--- config.mk ---
export PLATFORM = sky130hd
export DESIGN_NAME = lcd_frame_writer
export DESIGN_NICKNAME = d
export VERILOG_FILES = /design/src/rtl/lcd_pkg.sv /design/src/rtl/lcd_fb_addr_gen.sv /design/src/rtl/lcd_frame_writer.sv
export SDC_FILE = /design/constraint.sdc
export NUM_CORES = 1
export LEC_CHECK = 0
export CAP_MARGIN = 10
export CORE_ASPECT_RATIO = 1.5
export CORE_MARGIN = 10
export CORE_UTILIZATION = 55
export DETAILED_ROUTE_END_ITERATION = 10
export PLACE_DENSITY = 0.79
export SLEW_MARGIN = 15
export SYNTH_ARGS = -nofsm -noshare
export SYNTH_HDL_FRONTEND = slang
export SYNTH_HIERARCHICAL = 1
export SYNTH_SLANG_ARGS = --single-unit
--- constraint.sdc ---
create_clock -name clk_in -period 3.25 [get_ports clk_in]
set_clock_uncertainty 0.15 [all_clocks]
set_input_delay 0.65 -clock clk_in [delete_from_list [all_inputs] [get_ports clk_in]]
set_output_delay 0.65 -clock clk_in [all_outputs]
set_load 0.005 [all_outputs]
--- src/rtl/lcd_pkg.sv ---
// Shared definitions for the LCD frame writer and the display reader:
// default geometry, framebuffer address width and the writer state encoding.
package lcd_pkg;

  localparam int H_PIXELS_DEF = 160;
  localparam int V_LINES_DEF  = 144;
  localparam int FB_ADDR_W    = 15;

  typedef enum logic [1:0] {
    ST_OFF         = 2'd0,
    ST_LINE        = 2'd1,
    ST_WAIT_HBLANK = 2'd2,
    ST_WAIT_VBLANK = 2'd3
  } wr_state_e;

endpackage

--- src/rtl/lcd_fb_addr_gen.sv ---
// Framebuffer position tracker: owns x, y and an incrementally maintained
// row_base so the write address never needs a multiplier.
module lcd_fb_addr_gen
  import lcd_pkg::*;
#(
  parameter int H_PIXELS = H_PIXELS_DEF,
  parameter int V_LINES  = V_LINES_DEF
) (
  input  logic                 clk_in,
  input  logic                 rst_in,
  input  logic                 clear_in,
  input  logic                 step_in,
  input  logic                 next_line_in,
  output logic [FB_ADDR_W-1:0] addr_out,
  output logic                 x_zero_out,
  output logic                 line_full_out,
  output logic                 frame_full_out
);

  localparam int X_W = $clog2(H_PIXELS);
  localparam int Y_W = $clog2(V_LINES + 1);

  logic [X_W-1:0]       x_q, x_d;
  logic [Y_W-1:0]       y_q, y_d;
  logic [FB_ADDR_W-1:0] row_base_q, row_base_d;

  assign addr_out       = row_base_q + FB_ADDR_W'(x_q);
  assign x_zero_out     = (x_q == X_W'(0));
  assign line_full_out  = (x_q == X_W'(H_PIXELS - 1));
  assign frame_full_out = (y_q == Y_W'(V_LINES - 1));

  // Clear wins; a completed or cut-short line advances y exactly once.
  always_comb begin
    x_d        = x_q;
    y_d        = y_q;
    row_base_d = row_base_q;
    if (clear_in) begin
      x_d        = X_W'(0);
      y_d        = Y_W'(0);
      row_base_d = FB_ADDR_W'(0);
    end else if (next_line_in || (step_in && line_full_out)) begin
      x_d        = X_W'(0);
      y_d        = y_q + Y_W'(1);
      row_base_d = row_base_q + FB_ADDR_W'(H_PIXELS);
    end else if (step_in) begin
      x_d = x_q + X_W'(1);
    end else begin
      x_d = x_q;
    end
  end

  // Position registers.
  always_ff @(posedge clk_in) begin
    if (rst_in) begin
      x_q        <= X_W'(0);
      y_q        <= Y_W'(0);
      row_base_q <= FB_ADDR_W'(0);
    end else begin
      x_q        <= x_d;
      y_q        <= y_d;
      row_base_q <= row_base_d;
    end
  end

endmodule

--- src/rtl/lcd_frame_writer.sv ---
// Writes PPU pixels into a banked framebuffer and swaps banks per frame.
// LCD_FRAME_WRITER_DOUBLE_BUFFER_EN builds the bank toggle; otherwise bank is 0.
module lcd_frame_writer
  import lcd_pkg::*;
#(
  parameter int H_PIXELS = H_PIXELS_DEF,
  parameter int V_LINES  = V_LINES_DEF
) (
  input  logic                 clk_in,
  input  logic                 rst_in,
  input  logic [1:0]           pixel_in,
  input  logic                 pixel_valid_in,
  input  logic                 hblank_in,
  input  logic                 vblank_in,
  input  logic                 lcd_en_in,
  output logic [FB_ADDR_W-1:0] fb_addr_out,
  output logic [1:0]           fb_data_out,
  output logic                 fb_we_out,
  output logic                 fb_bank_out,
  output logic                 frame_done_out,
  output logic                 frame_err_out
);

  wr_state_e            state_q, state_d;
  logic                 hblank_q, hblank_d, vblank_q, vblank_d;
  logic                 we_q, we_d, done_q, done_d, err_q, err_d;
  logic [FB_ADDR_W-1:0] addr_q, addr_d;
  logic [1:0]           data_q, data_d;
  logic                 clear_s, step_s, next_line_s;
  logic [FB_ADDR_W-1:0] gen_addr_s;
  logic                 x_zero_s, line_full_s, frame_full_s;
  logic                 hb_rise_s, hb_fall_s, vb_rise_s, line_done_s, short_line_s;

  lcd_fb_addr_gen #(.H_PIXELS(H_PIXELS), .V_LINES(V_LINES)) u_addr_gen (
    .clk_in        (clk_in),
    .rst_in        (rst_in),
    .clear_in      (clear_s),
    .step_in       (step_s),
    .next_line_in  (next_line_s),
    .addr_out      (gen_addr_s),
    .x_zero_out    (x_zero_s),
    .line_full_out (line_full_s),
    .frame_full_out(frame_full_s)
  );

  assign hblank_d    = hblank_in;
  assign vblank_d    = vblank_in;
  assign hb_rise_s   = hblank_in & ~hblank_q;
  assign hb_fall_s   = ~hblank_in & hblank_q;
  assign vb_rise_s   = vblank_in & ~vblank_q;
  assign line_done_s = pixel_valid_in & line_full_s;
  // Short line is judged on x after this cycle's pixel has been counted.
  assign short_line_s = hb_rise_s & (pixel_valid_in ? ~line_full_s : ~x_zero_s);

  // Writer state machine and registered framebuffer port.
  always_comb begin
    state_d     = state_q;
    we_d        = 1'b0;
    addr_d      = addr_q;
    data_d      = data_q;
    done_d      = 1'b0;
    err_d       = err_q;
    clear_s     = 1'b0;
    step_s      = 1'b0;
    next_line_s = 1'b0;
    if (!lcd_en_in) begin
      state_d = ST_OFF;
      err_d   = 1'b0;
      clear_s = 1'b1;
    end else begin
      case (state_q)
        ST_OFF: begin
          state_d = ST_LINE;
          clear_s = 1'b1;
        end
        ST_LINE: begin
          if (vb_rise_s) begin
            err_d   = 1'b1;
            clear_s = 1'b1;
          end else begin
            if (pixel_valid_in) begin
              we_d   = 1'b1;
              addr_d = gen_addr_s;
              data_d = pixel_in;
              step_s = 1'b1;
            end else begin
              step_s = 1'b0;
            end
            if (line_done_s || short_line_s) begin
              next_line_s = short_line_s;
              err_d       = err_q | short_line_s;
              state_d     = frame_full_s ? ST_WAIT_VBLANK : ST_WAIT_HBLANK;
            end else begin
              state_d = ST_LINE;
            end
          end
        end
        ST_WAIT_HBLANK: begin
          if (vb_rise_s) begin
            err_d   = 1'b1;
            clear_s = 1'b1;
            state_d = ST_LINE;
          end else if (hb_fall_s) begin
            err_d   = err_q | pixel_valid_in;
            state_d = ST_LINE;
          end else begin
            err_d = err_q | pixel_valid_in;
          end
        end
        ST_WAIT_VBLANK: begin
          if (vb_rise_s) begin
            done_d  = 1'b1;
            clear_s = 1'b1;
            state_d = ST_LINE;
          end else begin
            err_d = err_q | pixel_valid_in;
          end
        end
        default: begin
          state_d = ST_OFF;
          clear_s = 1'b1;
        end
      endcase
    end
  end

  // Control and output registers.
  always_ff @(posedge clk_in) begin
    if (rst_in) begin
      state_q  <= ST_OFF;
      hblank_q <= 1'b0;
      vblank_q <= 1'b0;
      we_q     <= 1'b0;
      addr_q   <= FB_ADDR_W'(0);
      data_q   <= 2'b00;
      done_q   <= 1'b0;
      err_q    <= 1'b0;
    end else begin
      state_q  <= state_d;
      hblank_q <= hblank_d;
      vblank_q <= vblank_d;
      we_q     <= we_d;
      addr_q   <= addr_d;
      data_q   <= data_d;
      done_q   <= done_d;
      err_q    <= err_d;
    end
  end

`ifdef LCD_FRAME_WRITER_DOUBLE_BUFFER_EN
  logic bank_q, bank_d;

  assign bank_d = done_d ? ~bank_q : bank_q;

  // Bank flips together with the frame-done pulse.
  always_ff @(posedge clk_in) begin
    if (rst_in) begin
      bank_q <= 1'b0;
    end else begin
      bank_q <= bank_d;
    end
  end

  assign fb_bank_out = bank_q;
`else
  assign fb_bank_out = 1'b0;
`endif

  assign fb_we_out      = we_q;
  assign fb_addr_out    = addr_q;
  assign fb_data_out    = data_q;
  assign frame_done_out = done_q;
  assign frame_err_out  = err_q;

endmodule

# Word level (Yosys, flattened, before mapping)
# Index checks and enable logic that the tools add are counted.
# op_classes
addsub	4
eq_ne	10
muxes	24
bitwise	15
reduce_logical	14
# op_table
op	count
8-bit by 1-bit adder with 8-bit output (second input constant)	2
8-bit == test (second input constant)	2
1-bit 2-to-1 mux	16
15-bit by 8-bit adder with 15-bit output	1
15-bit by 8-bit adder with 15-bit output (second input constant)	1
2-bit 2-to-1 mux	5
3-bit OR reduction	3
8-bit logical NOT	1
1-bit NOT	8
2-bit one-hot mux with 4 select lines	1
2-bit inequality test (second input constant)	3
3-bit inequality test (second input constant)	2
3-bit AND reduction	2
1-bit bitwise AND	5
2-bit == test (second input constant)	2
4-bit AND reduction	1
2-bit OR reduction	2
1-bit one-hot mux with 3 select lines	1
3-bit nonzero test	1
2-bit by 1-bit == test with 1-bit output (second input constant)	1
2-bit logical NOT	1
1-bit logical OR	2
1-bit bitwise OR	2
1-bit one-hot mux with 2 select lines	1
1-bit logical AND	1
# word_totals
regBits	55
input_bits	8
output_inout_bits	21
word_cells	78

# Longest topological paths before layout
# Gate-level depths: netlist (run 1).
# depth
ltp_word	11
depth_mapped	11
mapped_depth_nobuf	9

# Hierarchy
# The synthesis (run 1) kept the hierarchy.
# by_module_without_submodules
mod	n_inst	cells_per_inst	area_per_inst_um2	seq_area_each_um2
lcd_fb_addr_gen	1	180	1475.2	520.5
lcd_frame_writer	1	112	994.7	480.5

# Least setup slack after synthesis (run 1)
# Ideal clock, no wire load.
# synth_timing
kind	input to register
start	input vblank_in
end	register u_addr_gen.row_base_q[10]
setup_ns	0.070
arrival_ns	2.568
required_ns	3.030
path_slack_ns	0.462
stages	11
path_buffers	4
path_cell_list	nand2b_1 buf_2 nand4_4 clkinv_2 buf_12 buf_2 and4_4 a41oi_4 buf_6 or4_1 a21oi_1
# synth_between
elab_chain_cells	6
word_cells_on_any_way	13
classes_between	9 x mux; 1 x bitwise; 3 x reduce/logical
# synth_rtl
element	line_no	source
start, declared	lcd_frame_writer.sv:14	input logic vblank_in,
1-bit bitwise AND	lcd_frame_writer.sv:50	assign vb_rise_s = vblank_in & ~vblank_q;
1-bit 2-to-1 mux	lcd_frame_writer.sv:77	if (vb_rise_s) begin
1-bit 2-to-1 mux	lcd_frame_writer.sv:71	case (state_q)
1-bit 2-to-1 mux	-	
via step_s	lcd_frame_writer.sv:29	logic clear_s, step_s, next_line_s;
1-bit logical AND	lcd_fb_addr_gen.sv:41	end else if (next_line_in || (step_in && line_full_out)) begin
1-bit logical OR	lcd_fb_addr_gen.sv:41	
end signal, assigned	lcd_fb_addr_gen.sv:61	row_base_q <= row_base_d;
end, declared	lcd_fb_addr_gen.sv:25	logic [FB_ADDR_W-1:0] row_base_q, row_base_d;
# The timed path passes the listed nets, and every way through them passes these cells.
# A chain may end at the register's enable or synchronous reset.

# Final worst setup path (run 1)
# layout_timing
start	input pixel_valid_in
end	register u_addr_gen.row_base_q[9]
# layout_between
elab_chain_cells	8
word_cells_on_any_way	14
classes_between	9 x mux; 2 x bitwise; 3 x reduce/logical
# layout_rtl
element	line_no	source
start, declared	lcd_frame_writer.sv:12	input logic pixel_valid_in,
1-bit 2-to-1 mux	lcd_frame_writer.sv:53	assign short_line_s = hb_rise_s & (pixel_valid_in ? ~line_full_s : ~x_zero_s);
1-bit bitwise AND	lcd_frame_writer.sv:53	
1-bit logical OR	lcd_frame_writer.sv:89	if (line_done_s || short_line_s) begin
1-bit 2-to-1 mux (*)	lcd_frame_writer.sv:89	
1-bit 2-to-1 mux (*)	lcd_frame_writer.sv:77	
1-bit 2-to-1 mux (*)	lcd_frame_writer.sv:71	
1-bit 2-to-1 mux (*)	lcd_frame_writer.sv:66	if (!lcd_en_in) begin
via next_line_s	lcd_frame_writer.sv:29	
1-bit logical OR (*)	lcd_fb_addr_gen.sv:41	
# Mark *: on every way through the listed nets, which the timed path passes. The rest lies on a longest branch.

==> flow_summary.ini, run 1 <==
[drt]
drt_iter0_drc = 162
wl_mm = 4.954
drc = 0
wire_per_inst_um = 13.72
drtPass1Iterations = 4
ant_nets = 0
vias = 2027
drt-vias-per-instance = 5.615

[layout]
area_growth_pct = 16.06
fillCellCount = 361
finalNetCount = 330
drive_gt1_frac = 0.1079
fin_cells = 361
design_area_mm2 = 0.002867
n_antenna_cell = 0

[setup_path]
cpMaxStageDelayCell = clkdlybuf4s50_1
critPathTopFamily = buffers and inverters
cpMostUsedCell = buf_4
max_stage_delay_ns = 0.58
cp-end-kind = flop
worstSetupPathType = in2reg
arrival_ns = 2.75
critPathMaxFanout = 24
cp-start-kind = primary input
crit_chain = clkdlybuf4s50_1 > mux2_2 > nor3_1 > buf_4 > a41oi_4 > buf_4 > or3_1 > a21oi_1
crit_required_ns = 3.34
cp.buffers_inverters = 3

[outcome]
status = finished clean

[synth]
ys_top_cells_by_area = dfxtp_1 41%, nand2_1 7.4%, a21oi_1 5.5%
synth-seq-cells = 50
syn-cell-area_mm2 = 0.002470
synth.most_common_cell = dfxtp_1
synth_warnings = 6
synthFlopType = dfxtp_1
synth_cells = 292
yosysSeqAreaShare = 0.4053
ys_types = 45
syn_nets = 308
async_flop_share = 0
yosysTopAreaCellShare = 0.4053
avgSynthCellArea_um2 = 8.458
synth_common_cells = 50 x dfxtp_1, 49 x nand2_1, 27 x a21oi_1
post-synth-top-area-cell = dfxtp_1
synth_edf_count = 0

[cts]
post_cts_resized = 0
post-cts-setup-buffers = 0
cts_tree = done
max-clock-path-buffers = 2
clockRootBuffer = clkbuf_8
clk_pin_slew_ns = 0.09
cts.sinks = 50
ctsHtreeMaxLevel = 2
clk_latency_ns = 0.30
cts_made_buffers = 5
ctsHoldBuffers = 0

[sta]
fin_tns_setup_ns = 0
period_needed_ns = 2.668
slew_viol_final = 0
setup_violations = 0
rsz0062_at_grt = false
relSlewSlack = 0.5878
fin_crit_sh = 0.8209
fmax_mhz = 374.8
worstMarginPinSlew_ns = 0.6118
hold_viol = 0

[flow_run]
maxCapViolCount = 0

[die]
initial_core_util = 0.5769
dieWidth_um = 74.72
chipHeight_um = 102.1
rows = 29
dieArea_mm2 = 0.007627
core_area_mm2 = 0.004282
ioPinCount = 29

[power]
ir_drop_v = 0.0002781
switching_share = 0.1972
p_switching_mw = 0.2317
pwr-share-clk = 0.436
internal-power_mw = 0.9434
p_leak_nw = 0.9142
power_density_mw_per_mm2 = 409.9
seqPwrFrac = 0.526
combPwrFrac = 0.038

[grt]
overflow = 0
grt_usage = 0.1373
grt_pass1_vias = 1978
grt_start_max_net_pins = 25
grt_pass1_wl_mm = 8.542
antenna_found_initial = 0

[placement]
place_area_mm2 = 0.002729
port_buffers = 27
finalWeightedCongestion = 0.8589
place_hpwl_mm = 3.685
placed_cells = 353

[worst_hold_path]
hp-class = reg2reg
-- path summary, 6_finish.rpt --
path | slack (ns) | depth (start not counted) | startpoint | endpoint
worst max-delay path | 0.58 | 8 | pixel_valid_in | u_addr_gen/row_base_q[9]$_SDFFE_PP0P_
worst min-delay path | 0.29 | 2 | frame_err_out$_SDFFE_PP0P_ | frame_err_out$_SDFFE_PP0P_
worst max register to register | 0.71 | 10 | u_addr_gen/x_q[0]$_SDFFE_PP0P_ | u_addr_gen/row_base_q[9]$_SDFFE_PP0P_
worst min register to register | 0.29 | 2 | frame_err_out$_SDFFE_PP0P_ | frame_err_out$_SDFFE_PP0P_
-- state kept, by name, summed over array words and instances, names as in the netlist --
register,flops
u_addr_gen/y_q,8
state_q,2
u_addr_gen/row_base_q,10
fb_data_out,2
hblank_q,1
frame_err_out,1
vblank_q,1
fb_we_out,1
u_addr_gen/x_q,8
fb_addr_out,15
frame_done_out,1
-- layout by cell type (no fill, tap or decap), drive strengths merged --
cell	netlist	final
o311ai	1	1
o2111ai	2	2
nand2b	5	5
a21oi	36	36
nor3	2	2
clkbuf	7	5
nor2b	5	5
nor3b	1	1
or3	12	12
a41o	1	1
bufinv	0	2
o211ai	1	1
xor2	6	6
mux2	1	1
nor2	18	18
a41oi	1	1
nand4	4	4
o311a	1	1
conb	1	1
and3	1	1
nor4	2	2
nand2	52	52
xnor2	11	11
or4	5	5
o31ai	5	5
o22ai	1	1
fa	1	1
or2	1	1
inv	10	10
o21ai	13	13
clkinv	1	2
mux2i	1	1
ha	7	7
dfxtp	50	50
and4	1	1
buf	12	7
nand3	11	11
nand4b	2	2
clkdlybuf4s50	0	27
-- worst min-delay path: stages, from the launching register on --
cell and delay (ns):
dfxtp_1 0.31, nand2_1 0.05, nand2_1 0.04
-- power groups by stage --
stage | Combinational [mW] | Clock [mW] | Sequential (mW)
finish | 0.0449 | 0.513 | 0.618
global route | 0.0486 | 0.552 | 0.618
CTS | 0.0449 | 0.524 | 0.618
detailed placement | 0.0447 | 0 | 0.632
global placement | 0.0445 | 0 | 0.632
floorplan | 0.0269 | 0 | 0.631
-- metrics by stage --
step,hold slack [ns],total power [mW],utilization,setup slack [ns]
finish,0.2858,1.175,0.6695,0.5820
global placement,0.2771,0.6763,0.6373,0.2878
detailed placement,0.2791,0.6767,0.6373,0.2522
CTS,0.2906,1.187,0.6695,0.5653
global route,0.3163,1.219,0.6695,0.4416
floorplan,0.2845,0.6584,-,0.4616
-- cell families after synthesis --
family | after synthesis | synth area share
flip-flops | 50 | 0.4053
multiplexers | 2 | 0.008612
AND/OR/NAND/NOR | 122 | 0.2508
XOR/XNOR | 17 | 0.06028
buffers and inverters | 30 | 0.06636
AO/OA/AOI/OAI | 62 | 0.1636
other | 1 | 0.001518
adder cells (fa/ha/maj) | 8 | 0.04357
-- per-layer routing --
metal / track usage / routed length, um
met5: 0 / 0
met4: 0.04971 / 41
met3: 0.03492 / 222
met2: 0.2518 / 2639
met1: 0.1452 / 2050
-- layout make-up --
cell class	count	area, um^2	area share
clock buffers	5	68.82	0.02401
clock inverters	3	68.82	0.02401
inverters	11	42.54	0.01484
multi-input cells	212	1305	0.4553
flip-flops and latches	50	1001	0.3492
well taps	46	57.56	0.02008
repair buffers	34	322.8	0.1126
No activity file was read; power rests on OpenSTA's default activity.
==> inputs of run 2 (changes only) <==
- clock period: 3.25 -> 2.55 ns (I/O delays scaled with it)
==> run 2 against run 1 <==
Against the previous run:
- utilization increased by 2.2 points
- register-to-register slack got worse by 0.55 ns
- wire length increased by 3.4%
- critical path depth increased by 1
- critical path type unchanged
- largest cell class unchanged
- total power increased by 20%
- die area unchanged
- first-iteration DRC count decreased by 27%
- sequential power increased by 27%
- count of clock-buffer cells in the layout unchanged
- critical endpoint is now u_addr_gen/y_q[3]$_SDFFE_PP0P_
==> flow_summary.ini, run 2 (synthesis results as in run 1) <==
[outcome]
status = finished clean

[sta]
hold_viol = 0
whs_ns = 0.2999
fin_tns_setup_ns = 0
fmax_mhz = 417.3
setup_violations = 0
worstMarginPinSlew_ns = 0.5227
period_needed_ns = 2.396
slew_viol_final = 0
relSlewSlack = 0.6478
fin_crit_sh = 0.9397

[placement]
port_buffers = 27
place_hpwl_mm = 3.816
finalWeightedCongestion = 0.8228
placed_cells = 367

[setup_path]
cp-end-kind = flop
critPathMaxFanout = 13
cp-start-kind = primary input
arrival_ns = 2.49
rr_worst_depth = 10
crit_required_ns = 2.64
worstSetupPathType = in2reg

[grt]
overflow = 0
grt_pass1_vias = 1996
use_met1 = 0.1446
met2_usage = 0.2612
grt_busiest_layer = met2
grt_start_max_net_pins = 23
grt_usage = 0.1394
grt_pass1_wl_mm = 8.604
antenna_found_initial = 0
met3_usage = 0.03007

[layout]
final_cell_mix = 49 x nand2_1, 48 x dfxtp_1, 27 x a21oi_1, 27 x clkdlybuf4s50_1, 20 x buf_4
final_core_util = 0.6917
finalNetCount = 344
fin_cells = 375
area_growth_pct = 19.91
drive_gt1_frac = 0.1550
final_common_cell = nand2_1
n_antenna_cell = 0
largest_register_ff_count = 15

[die]
dieWidth_um = 74.72
ioPinCount = 29
chipHeight_um = 102.1
dieArea_mm2 = 0.007627
rows = 29
core_area_mm2 = 0.004282
initial_core_util = 0.5769

[power]
power_density_mw_per_mm2 = 477.4
p_leak_nw = 0.9780
ir_drop_v = 0.0003609

[drt]
drt_iter0_drc = 118
drt-vias-per-instance = 5.611
ant_nets = 0
vias = 2104
wl_mm = 5.123
wire_per_inst_um = 13.66
drc = 0
drtPass1Iterations = 4

[cts]
cts_tree = done
clockRootBuffer = clkbuf_8
cts.sinks = 50
clk_pin_slew_ns = 0.09
clk_latency_ns = 0.31
cts_made_buffers = 5
ctsHtreeMaxLevel = 2
max-clock-path-buffers = 2
ctsHoldBuffers = 0

[worst_hold_path]
hold_depth = 2
hp-class = reg2reg

[flow_run]
maxCapViolCount = 0
==> run 2: cell count changes in the layout (fill, tap and decap cells not counted), sizes merged <==
cell / previous run / this run
buf: 7 / 21
inv: 10 / 11
bufinv: 2 / 1
==> run 2: path summary, 6_finish.rpt <==
| kind | end | slack (ns) | from |
|---|---|---|---|
| max | u_addr_gen/y_q[3]$_SDFFE_PP0P_ | 0.15 | pixel_valid_in |
| min | frame_err_out$_SDFFE_PP0P_ | 0.30 | frame_err_out$_SDFFE_PP0P_ |
| max reg2reg | u_addr_gen/y_q[3]$_SDFFE_PP0P_ | 0.16 | u_addr_gen/x_q[0]$_SDFFE_PP0P_ |
| min reg2reg | frame_err_out$_SDFFE_PP0P_ | 0.30 | frame_err_out$_SDFFE_PP0P_ |
==> run 2: layer usage <==
layer,wire [um],share of wire
met4,95,0.019
met1,2145,0.42
met3,202,0.039
met2,2679,0.52
met5,0,0
==> run 2: layout make-up <==
type / instances / area [um^2]
clock buffer: 5 / 68.82
clock inverter: 3 / 43.79
fill: 357 / 1320
inverter: 11 / 46.29
multi-input combinational: 212 / 1310
sequential: 50 / 1003
tap: 46 / 57.56
timing repair buffer: 48 / 431.7
==> run 2: critical path, stage by stage <==
cell,delay [ns]
clkdlybuf4s50_1,0.50
buf_4,0.13
nand4_4,0.11
clkinv_4,0.06
and4_4,0.22
a41oi_4,0.23
buf_4,0.23
or3_1,0.35
a21oi_1,0.14
==> run 2: repair_timing <==
action | in CTS | in global routing
resized for setup | 0 | 4
buffers inserted | 0 | 0
endpoints found under the setup margin | 0 | 13
==> run 2: through the flow <==
stage / worst slack [ns] / total power, mW / instance area [um^2]
after floorplan: 0.01082 / 0.8401 / 2479
after global placement: -0.1208 / 0.8690 / 2838
after detailed placement: -0.1684 / 0.8694 / 2838
after CTS: 0.07355 / 1.428 / 2950
after global routing: -0.0009819 / 1.462 / 2962
final: 0.1539 / 1.414 / 2962
==> run 2: power breakdown <==
group          leakage (nW)  switching, mW  total (mW)  internal (mW)
combinational         0.515         0.0336      0.0648         0.0312
sequential            0.405        0.00311       0.787          0.784
clock                0.0585          0.268       0.562          0.294
==> inputs of run 3 (changes only) <==
- CORE_ASPECT_RATIO: 1.5 -> unset
- PLACE_DENSITY: 0.79 -> 0.85
- SKIP_CTS_REPAIR_TIMING: unset -> 1
==> run 3 against run 2 <==
Against the previous run:
- worst hold slack better by 0.0067 ns
- critical path type unchanged
- critical endpoint is now u_addr_gen/y_q[5]$_SDFFE_PP0P_
- combinational power is 0.8% higher
- count of clock-buffer cells in the layout rose by 1
==> flow_summary.ini, run 3 (synthesis results as in run 1) <==
[die]
dieWidth_um = 87.01
rows = 24
chipHeight_um = 87.01
dieArea_mm2 = 0.007571
ioPinCount = 29
core_area_mm2 = 0.004354
initial_core_util = 0.5672

[drt]
drc = 0
ant_nets = 0
vias = 2143
drt_iter0_drc = 213
wl_mm = 5.634
drt-vias-per-instance = 5.595
wire_per_inst_um = 14.71
drtPass1Iterations = 4

[sta]
fin_ws_ns = 0.1263
relSlewSlack = 0.6396
setup_violations = 0
slew_viol_final = 0
rsz0062_at_grt = false
fin_crit_sh = 0.9505
period_needed_ns = 2.424
worstMarginPinSlew_ns = 0.5349
hold_viol = 0
fmax_mhz = 412.6

[grt]
grt_pass1_wl_mm = 9.377
grt_busiest_layer = met2
met3_usage = 0.03652
grt_start_max_net_pins = 23
antenna_found_initial = 0
grt_pass1_vias = 2026
met2_usage = 0.2445
use_met1 = 0.1869
grt_usage = 0.1483
overflow = 0

[setup_path]
cp-start-kind = primary input
worstSetupPathType = in2reg
reg2reg_from = u_addr_gen/x_q[1]$_SDFFE_PP0P_
cp-end-kind = flop
crit_required_ns = 2.65
critPathLaunch = pixel_valid_in
critPathMaxFanout = 9
arrival_ns = 2.52

[layout]
fin_cells = 383
finalNetCount = 346
drive_gt1_frac = 0.1541
largest_register_ff_count = 15
final_core_util = 0.6848
final_common_cell = nand2_1
area_growth_pct = 20.72
final_cell_mix = 49 x nand2_1, 48 x dfxtp_1, 27 x a21oi_1, 27 x clkdlybuf4s50_1, 22 x buf_4
n_antenna_cell = 0

[power]
ir_drop_v = 0.0002343
power_density_mw_per_mm2 = 472.1
p_leak_nw = 0.9727

[cts]
cts_made_buffers = 5
cts_tree = done
clk_pin_slew_ns = 0.09
max-clock-path-buffers = 2
cts.sinks = 50
clk_latency_ns = 0.31
ctsHtreeMaxLevel = 2
clockRootBuffer = clkbuf_8

[placement]
port_buffers = 27
finalWeightedCongestion = 0.7973
placed_cells = 374
dp_slack_ns = -0.1990
place_hpwl_mm = 3.907

[worst_hold_path]
hp-class = reg2reg
hp-start = fb_addr_out[13]$_SDFFE_PP0P_

[flow_run]
maxCapViolCount = 0

[outcome]
status = finished clean
==> run 3: critical path, cell delays in order <==
cell and delay, ns:
clkdlybuf4s50_1 0.49, mux2_2 0.35, nor3_1 0.21, buf_4 0.19
a41oi_2 0.08, or4_1 0.55, a21oi_1 0.14
==> run 3: final cells by class <==
| cell class | count | area (um^2) |
|---|---|---|
| clock buffers | 6 | 72.57 |
| clock inverters | 2 | 37.54 |
| fillers | 328 | 1373 |
| inverters | 11 | 46.29 |
| multi-input cells | 213 | 1321 |
| flip-flops and latches | 50 | 1003 |
| well taps | 52 | 65.06 |
| repair buffers | 49 | 435.4 |
==> run 3: per-stage QoR <==
stage	hold slack, ns	setup TNS, ns	power, mW	cell area (um^2)
after detailed placement	0.2970	-3.117	0.8699	2853
final	0.3066	0	1.408	2982
after floorplan	0.2845	0	0.8401	2479
after global routing	0.3310	0	1.459	2982
after global placement	0.2881	-2.063	0.8685	2853
after CTS	0.3103	0	1.418	2963
==> run 3: worst paths after layout <==
path                            slack, ns                        endpoint  cells after the start
worst min-delay path                 0.31    fb_addr_out[13]$_SDFFE_PP0P_                      2
worst max register to register       0.13  u_addr_gen/y_q[5]$_SDFFE_PP0P_                      9
worst min register to register       0.31    fb_addr_out[13]$_SDFFE_PP0P_                      2
worst max-delay path                 0.13  u_addr_gen/y_q[5]$_SDFFE_PP0P_                      7
==> run 3: layer usage <==
metal / up-vias / share of wire
met3: 7 / 0.065
met1: 990 / 0.42
met2: 73 / 0.50
li1: 1073 / -
met4: 0 / 0.011
met5: - / 0
==> run 3: power breakdown <==
| part | switching [mW] | internal, mW |
|---|---|---|
| Clock | 0.263 | 0.293 |
| Sequential | 0.00319 | 0.784 |
| Combinational | 0.0339 | 0.0314 |
